===== config.mk =====
export PLATFORM = sky130hd
export DESIGN_NAME = reed_divider_flat
export DESIGN_NICKNAME = d
export VERILOG_FILES = /design/src/rtl/reed_divider_if.sv /design/src/rtl/reed_divider.sv /design/src/flat_wrapper.sv
export SDC_FILE = /design/constraint.sdc
export NUM_CORES = 1
export LEC_CHECK = 0
export BUFFER_PORTS_ARGS = -buffer_cell sky130_fd_sc_hd__buf_2
export CORE_ASPECT_RATIO = 1.2
export CORE_UTILIZATION = 40
export CTS_CLUSTER_SIZE = 24
export DETAILED_ROUTE_END_ITERATION = 8
export MAX_ROUTING_LAYER = met4
export PLACE_DENSITY_LB_ADDON = 0.12
export SLEW_MARGIN = 20
export SYNTH_ARGS = -nofsm -noshare
export SYNTH_HDL_FRONTEND = slang
export SYNTH_SLANG_ARGS = --single-unit

===== constraint.sdc =====
create_clock -name clk -period 2.4 [get_ports clk]
set_clock_uncertainty 0.2 [all_clocks]
set_input_delay 0.24 -clock clk [delete_from_list [all_inputs] [get_ports clk]]
set_output_delay 0.24 -clock clk [all_outputs]
set_load 0.02 [all_outputs]

===== src/rtl/reed_divider_if.sv =====
// Request/response bus between a requester (Speed) and the shared divider.
// DIVIDER_REMAINDER_EN adds the dividerrem response signal.
interface reed_divider_if #(parameter int WIDTH = 16);
  logic                 start;
  logic [3*WIDTH-1:0]   dividerbus;
  logic [WIDTH-1:0]     dividerres;
  logic [1:0]           dividercontrol;
`ifdef DIVIDER_REMAINDER_EN
  logic [WIDTH-1:0]     dividerrem;

  modport master (output start, dividerbus, input dividerres, dividercontrol, dividerrem);
  modport slave  (input start, dividerbus, output dividerres, dividercontrol, dividerrem);
`else
  modport master (output start, dividerbus, input dividerres, dividercontrol);
  modport slave  (input start, dividerbus, output dividerres, dividercontrol);
`endif
endinterface


===== src/rtl/reed_divider.sv =====
// Shared restoring radix-2 unsigned divider, one quotient bit per clock.
// DIVIDER_REMAINDER_EN exposes the final remainder on dividerrem.
module reed_divider #(
  parameter int WIDTH = 16
) (
  input  logic           clk,
  input  logic           rst,
  reed_divider_if.slave  bus
);
  localparam int CW = $clog2(WIDTH) + 1;

  typedef enum logic [1:0] {IDLE, RUN, DONE} state_t;

  state_t             state_q, state_d;
  logic [WIDTH-1:0]   dvd_q, dvd_d;    // low dividend bits, quotient shifts in at LSB
  logic [WIDTH:0]     rem_q, rem_d;
  logic [WIDTH-1:0]   dsr_q, dsr_d;
  logic [CW-1:0]      cnt_q, cnt_d;
  logic [WIDTH-1:0]   res_q, res_d;
  logic               busy_q, busy_d;
  logic               ready_q, ready_d;
`ifdef DIVIDER_REMAINDER_EN
  logic [WIDTH-1:0]   remo_q, remo_d;
`endif

  logic [2*WIDTH-1:0] req_dvd;
  logic [WIDTH-1:0]   req_dsr;
  logic               req_ovf;
  logic [WIDTH:0]     trial, diff;
  logic               ge;

  assign req_dvd = bus.dividerbus[3*WIDTH-1:WIDTH];
  assign req_dsr = bus.dividerbus[WIDTH-1:0];
  // quotient fits in WIDTH bits only when the high dividend half is below the divisor
  assign req_ovf = (req_dsr == '0) || (req_dvd[2*WIDTH-1:WIDTH] >= req_dsr);

  assign trial = {rem_q[WIDTH-1:0], dvd_q[WIDTH-1]};
  assign ge    = rem_q[WIDTH] | (trial >= {1'b0, dsr_q});
  assign diff  = trial - {1'b0, dsr_q};

  always_comb begin
    state_d = state_q;
    dvd_d   = dvd_q;
    rem_d   = rem_q;
    dsr_d   = dsr_q;
    cnt_d   = cnt_q;
    res_d   = res_q;
    busy_d  = busy_q;
    ready_d = ready_q;
`ifdef DIVIDER_REMAINDER_EN
    remo_d  = remo_q;
`endif
    case (state_q)
      IDLE, DONE: begin
        if (state_q == DONE && busy_q) begin
          // overflow / divide-by-zero result, one cycle after acceptance
          res_d   = '1;
          busy_d  = 1'b0;
          ready_d = 1'b1;
`ifdef DIVIDER_REMAINDER_EN
          remo_d  = dvd_q;
`endif
        end else if (bus.start) begin
          dsr_d   = req_dsr;
          dvd_d   = req_dvd[WIDTH-1:0];
          rem_d   = {1'b0, req_dvd[2*WIDTH-1:WIDTH]};
          cnt_d   = '0;
          busy_d  = 1'b1;
          ready_d = 1'b0;
          state_d = req_ovf ? DONE : RUN;
        end
      end
      RUN: begin
        rem_d = ge ? diff : trial;
        dvd_d = {dvd_q[WIDTH-2:0], ge};
        cnt_d = cnt_q + CW'(1);
        if (cnt_q == CW'(WIDTH-1)) begin
          res_d   = dvd_d;
          busy_d  = 1'b0;
          ready_d = 1'b1;
          cnt_d   = '0;
          state_d = DONE;
`ifdef DIVIDER_REMAINDER_EN
          remo_d  = rem_d[WIDTH-1:0];
`endif
        end
      end
      default: state_d = IDLE;
    endcase
  end

  always_ff @(posedge clk or posedge rst) begin
    if (rst) begin
      state_q <= IDLE;
      dvd_q   <= '0;
      rem_q   <= '0;
      dsr_q   <= '0;
      cnt_q   <= '0;
      res_q   <= '0;
      busy_q  <= 1'b0;
      ready_q <= 1'b0;
`ifdef DIVIDER_REMAINDER_EN
      remo_q  <= '0;
`endif
    end else begin
      state_q <= state_d;
      dvd_q   <= dvd_d;
      rem_q   <= rem_d;
      dsr_q   <= dsr_d;
      cnt_q   <= cnt_d;
      res_q   <= res_d;
      busy_q  <= busy_d;
      ready_q <= ready_d;
`ifdef DIVIDER_REMAINDER_EN
      remo_q  <= remo_d;
`endif
    end
  end

  assign bus.dividerres     = res_q;
  assign bus.dividercontrol = {busy_q, ready_q};
`ifdef DIVIDER_REMAINDER_EN
  assign bus.dividerrem     = remo_q;
`endif
endmodule

===== src/flat_wrapper.sv =====
// flat-port wrapper written by rule: the top's interface ports become plain ports
module reed_divider_flat 
#(
  parameter int WIDTH = 16
)
  (clk, rst, bus_start, bus_dividerbus, bus_dividerres, bus_dividercontrol);
  reed_divider_if #(.WIDTH(WIDTH)) bus_i ();
  input  logic clk;
  input  logic rst;
  input wire logic [$bits(bus_i.start)-1:0] bus_start;
  input wire logic [$bits(bus_i.dividerbus)-1:0] bus_dividerbus;
  output wire logic [$bits(bus_i.dividerres)-1:0] bus_dividerres;
  output wire logic [$bits(bus_i.dividercontrol)-1:0] bus_dividercontrol;
  assign bus_i.start = bus_start;
  assign bus_i.dividerbus = bus_dividerbus;
  assign bus_dividerres = bus_i.dividerres;
  assign bus_dividercontrol = bus_i.dividercontrol;
  reed_divider #(.WIDTH(WIDTH)) u_core (.clk(clk), .rst(rst), .bus(bus_i));
endmodule

==> results.toml <==
[worst_setup_path]
end_kind = "flop"
crit_buf_inv = 0
critPathRequiredTime_ns = 2.45
crit_chain = "ha_2, fa_2, and2b_1, o2111ai_2, a31o_4, a2111oi_4, a311oi_2, a211oi_1"
start_kind = "flop"
critPathMaxFanout = 4
slowest_stage = "dfrtp_1"
cpPeakStageDelay_ns = 0.38
path_delay_family = "compound AO/OA/AOI/OAI gates"
worstPathArrival_ns = 2.61
critPathKind = "flop to flop"

[power_and_ir_drop]
p_per_area_nw_per_um2 = 1667
ir_drop_mv = 0.8170
p_total_mw = 11.44
power.leakage_nw = 3.121

[place]
gp_congestion = 0.8851
place_ws_ns = -0.2270
placed_area_sq_um = 5876
dp_cells = 822
port_buffers = 68
post-dp-hpwl_um = 10760

[timing]
rsz0062_at_grt = "yes"
setup_ws_ns = -0.1664
hold_ws_ns = 0.04148
final-hold-violation-count = 0
finalSetupViolations = 17
timing.fmax_mhz = 389.7
maxSlewViolCount = 0
fin_crit_ns = 2.566
finalCritPeriodShare_pct = 106.9
relSlewSlack_pct = 43.33
worstMarginPinSlew_ns = 0.8470

[clock_tree]
clkSinkCount = 74
cts_made_buffers = 9
clk_latency_ns = 0.34
cts_buffer_depth = 2
cts_root_buf = "clkbuf_16"
cts_tree = "yes"
cts.clk_slew.worst_paths_ns = 0.06
htree_levels = 3

[grt]
grt_overflow = 0
grt_antenna_before_repair = 0
met2_usage_pct = 44.17
use_met1_pct = 32.14
grt.busiest_layer = "met2"
grt_pass1_wl_um = 24210
grt_max_degree = 54
grt_pass1_vias = 4850
met3_usage_pct = 2.869
grt_usage_pct = 26.49

[floorplanning]
num_io_pins = 69
rows = 43
start_util_pct = 41.20
die_h_um = 121.9
dieArea_sq_um = 12410
coreArea_sq_um = 11620
die_w_um = 101.9

[drt]
vias = 4859
avgRoutedWirePerCell_um = 17.30
via_per_inst = 5.522
routed_wl_um = 15230
first_pass_iters = 5
drtAntennaViolNets = 0
drt_iter0_drc = 207
post-route-drc-count = 0

[cells_and_area]
diodes = 0
instances_no_fill = 880
nNetsFinal = 803
fill_cells = 1044
final_area_sq_um = 6867
area_growth_pct = 43.40
layout-drive-gt1-share_pct = 31.95

[synth]
synth_ff_type = "dfrtp_1"
netlist_instances = 551
syn_nets = 636
ys_seq_elements = 74
syn-cell-area_sq_um = 4788
seq_area_frac_synth_pct = 38.67
syn_area_per_cell_sq_um = 8.690
synth-async-reset-ratio_pct = 100.0
synth-edff-count = 0
yosysWarningCount = 0
yosys.cell_types.count = 64

[status]
failed_checks = "setup timing"
status = "finished with violations"

[min_path]
min_path_type = "input port to flop"

[run]
maxCapViolCount = 0
[cell usage in the layout, fill, tap and decap left out, drive strengths merged, types with 7 or more instances in the layout]
cell,synthesis,layout
a21oi,25,25
inv,39,40
dfrtp,74,74
and3,7,7
a31oi,22,22
o41ai,7,7
o21ai,33,33
o22a,16,16
dlygate4sd3,0,31
nand3,23,23
a21o,12,12
buf,14,154
nor4,8,8
nand2,99,99
nor2,32,32
ha,33,33
clkbuf,16,10
[metrics by stage]
stage	utilization, %	TNS, ns
6_report	59.09	-1.487
4_1_cts	57.27	-0.5842
5_1_grt	59.09	-2.982
3_5_place_dp	50.56	-1.853
3_3_place_gp	50.56	-1.272
2_1_floorplan	-	-0.1044
[logic make-up after synthesis]
kind of cell / share of synthesized area, %
AOI/OAI and AO/OA: 24.51
DFF: 38.67
buffers and inverters: 6.219
xor gates and xnor gates: 1.829
adders and majority gates: 9.041
and+or+nand+nor: 19.52
muxes: 0.2090
[synthesized netlist by cell type, drive strengths merged (2+ instances only)]
cell | count | area (sq um)
inv | 39 | 146.4
a31o | 2 | 17.52
a221oi | 2 | 23.77
a21o | 12 | 90.09
a31oi | 22 | 137.6
nand3 | 23 | 120.1
o2111ai | 3 | 26.28
a211o | 2 | 17.52
xnor2 | 6 | 52.55
o221ai | 2 | 17.52
a21oi | 25 | 147.6
or2 | 2 | 12.52
a2111oi | 3 | 46.30
o22a | 16 | 140.1
or3 | 2 | 12.51
xor2 | 4 | 35.03
o41ai | 7 | 61.31
o211ai | 3 | 22.52
buf | 14 | 91.33
a211oi | 4 | 30.03
o21ai | 33 | 165.2
nand4 | 6 | 37.54
nor2b | 6 | 37.54
and3 | 7 | 43.79
nand2b | 3 | 18.77
nor3 | 6 | 41.29
nor2 | 32 | 120.1
nand2 | 99 | 374.1
o31ai | 5 | 42.54
dfrtp | 74 | 1852
ha | 33 | 412.9
o311ai | 2 | 17.52
clkbuf | 16 | 60.06
o21a | 6 | 45.04
nor4 | 8 | 50.05
o22ai | 2 | 12.51
a311oi | 3 | 26.28
o21bai | 4 | 30.03
[power by group]
group          leakage (nW)  switching (mW)  internal [mW]  total (mW)
combinational          2.11            4.14           3.59        7.73
clock                 0.146           0.581          0.813        1.39
sequential            0.862           0.458           1.86        2.32
total                  3.12            5.18           6.26        11.4
[what timing repair did]
| item | in CTS | in global routing |
|---|---|---|
| buffers inserted | 5 | 5 |
| gates resized for setup | 22 | 29 |
| hold buffers | 31 | 0 |
| cloned | 0 | 1 |
| pin swaps | 6 | 16 |
| endpoints found under the hold margin | 58 | 0 |
| endpoints found under the setup margin | 18 | 32 |
[sequential cells by signal (all words and copies together) (netlist names)]
name and flops:
u_core.dsr_q 16, u_core.bus.dividerres 16, u_core.cnt_q 5, u_core.dvd_q 16
u_core.ready_q 1, u_core.rem_q 17, u_core.busy_q 1, u_core.state_q 2
[path summary, 6_finish.rpt]
path / from / to / slack, ns / depth (start not counted)
max in group asynchronous: rst / u_core.rem_q[7]$_DFFE_PP0P_ / 0.91 / 4
hold / removal: bus_dividerbus[9] / u_core.dsr_q[9]$_DFFE_PP0P_ / 0.04 / 3
hold reg to reg: u_core.ready_q$_DFFE_PP0P_ / u_core.ready_q$_DFFE_PP0P_ / 0.27 / 1
setup / recovery: u_core.dsr_q[0]$_DFFE_PP0P_ / u_core.rem_q[14]$_DFFE_PP0P_ / -0.17 / 8
setup reg to reg: u_core.dsr_q[0]$_DFFE_PP0P_ / u_core.rem_q[14]$_DFFE_PP0P_ / -0.17 / 8
min in group asynchronous: rst / u_core.bus.dividerres[1]$_DFFE_PP0P_ / 0.34 / 3
[tightest hold or removal path: stages]
cell     delay [ns]
buf_2          0.14
nand2_1        0.09
o21ai_0        0.07
[cell type report]
type	count	area (sq um)	share of cell area, %
Multi-Input combinational cell	408	2962	43.13
Sequential cell	74	1852	26.97
Timing Repair Buffer	186	1408	20.50
Clock buffer	9	225.2	3.280
Tap cell	157	196.4	2.861
Inverter	39	146.4	2.132
Clock inverter	7	77.57	1.130
[routing by layer]
metal	share of wire (%)	wire length [um]
met4	2.8	427
met2	51	7696
met1	43	6569
met3	3.5	535
met5	0	0
(Power assumes the default switching activity.)
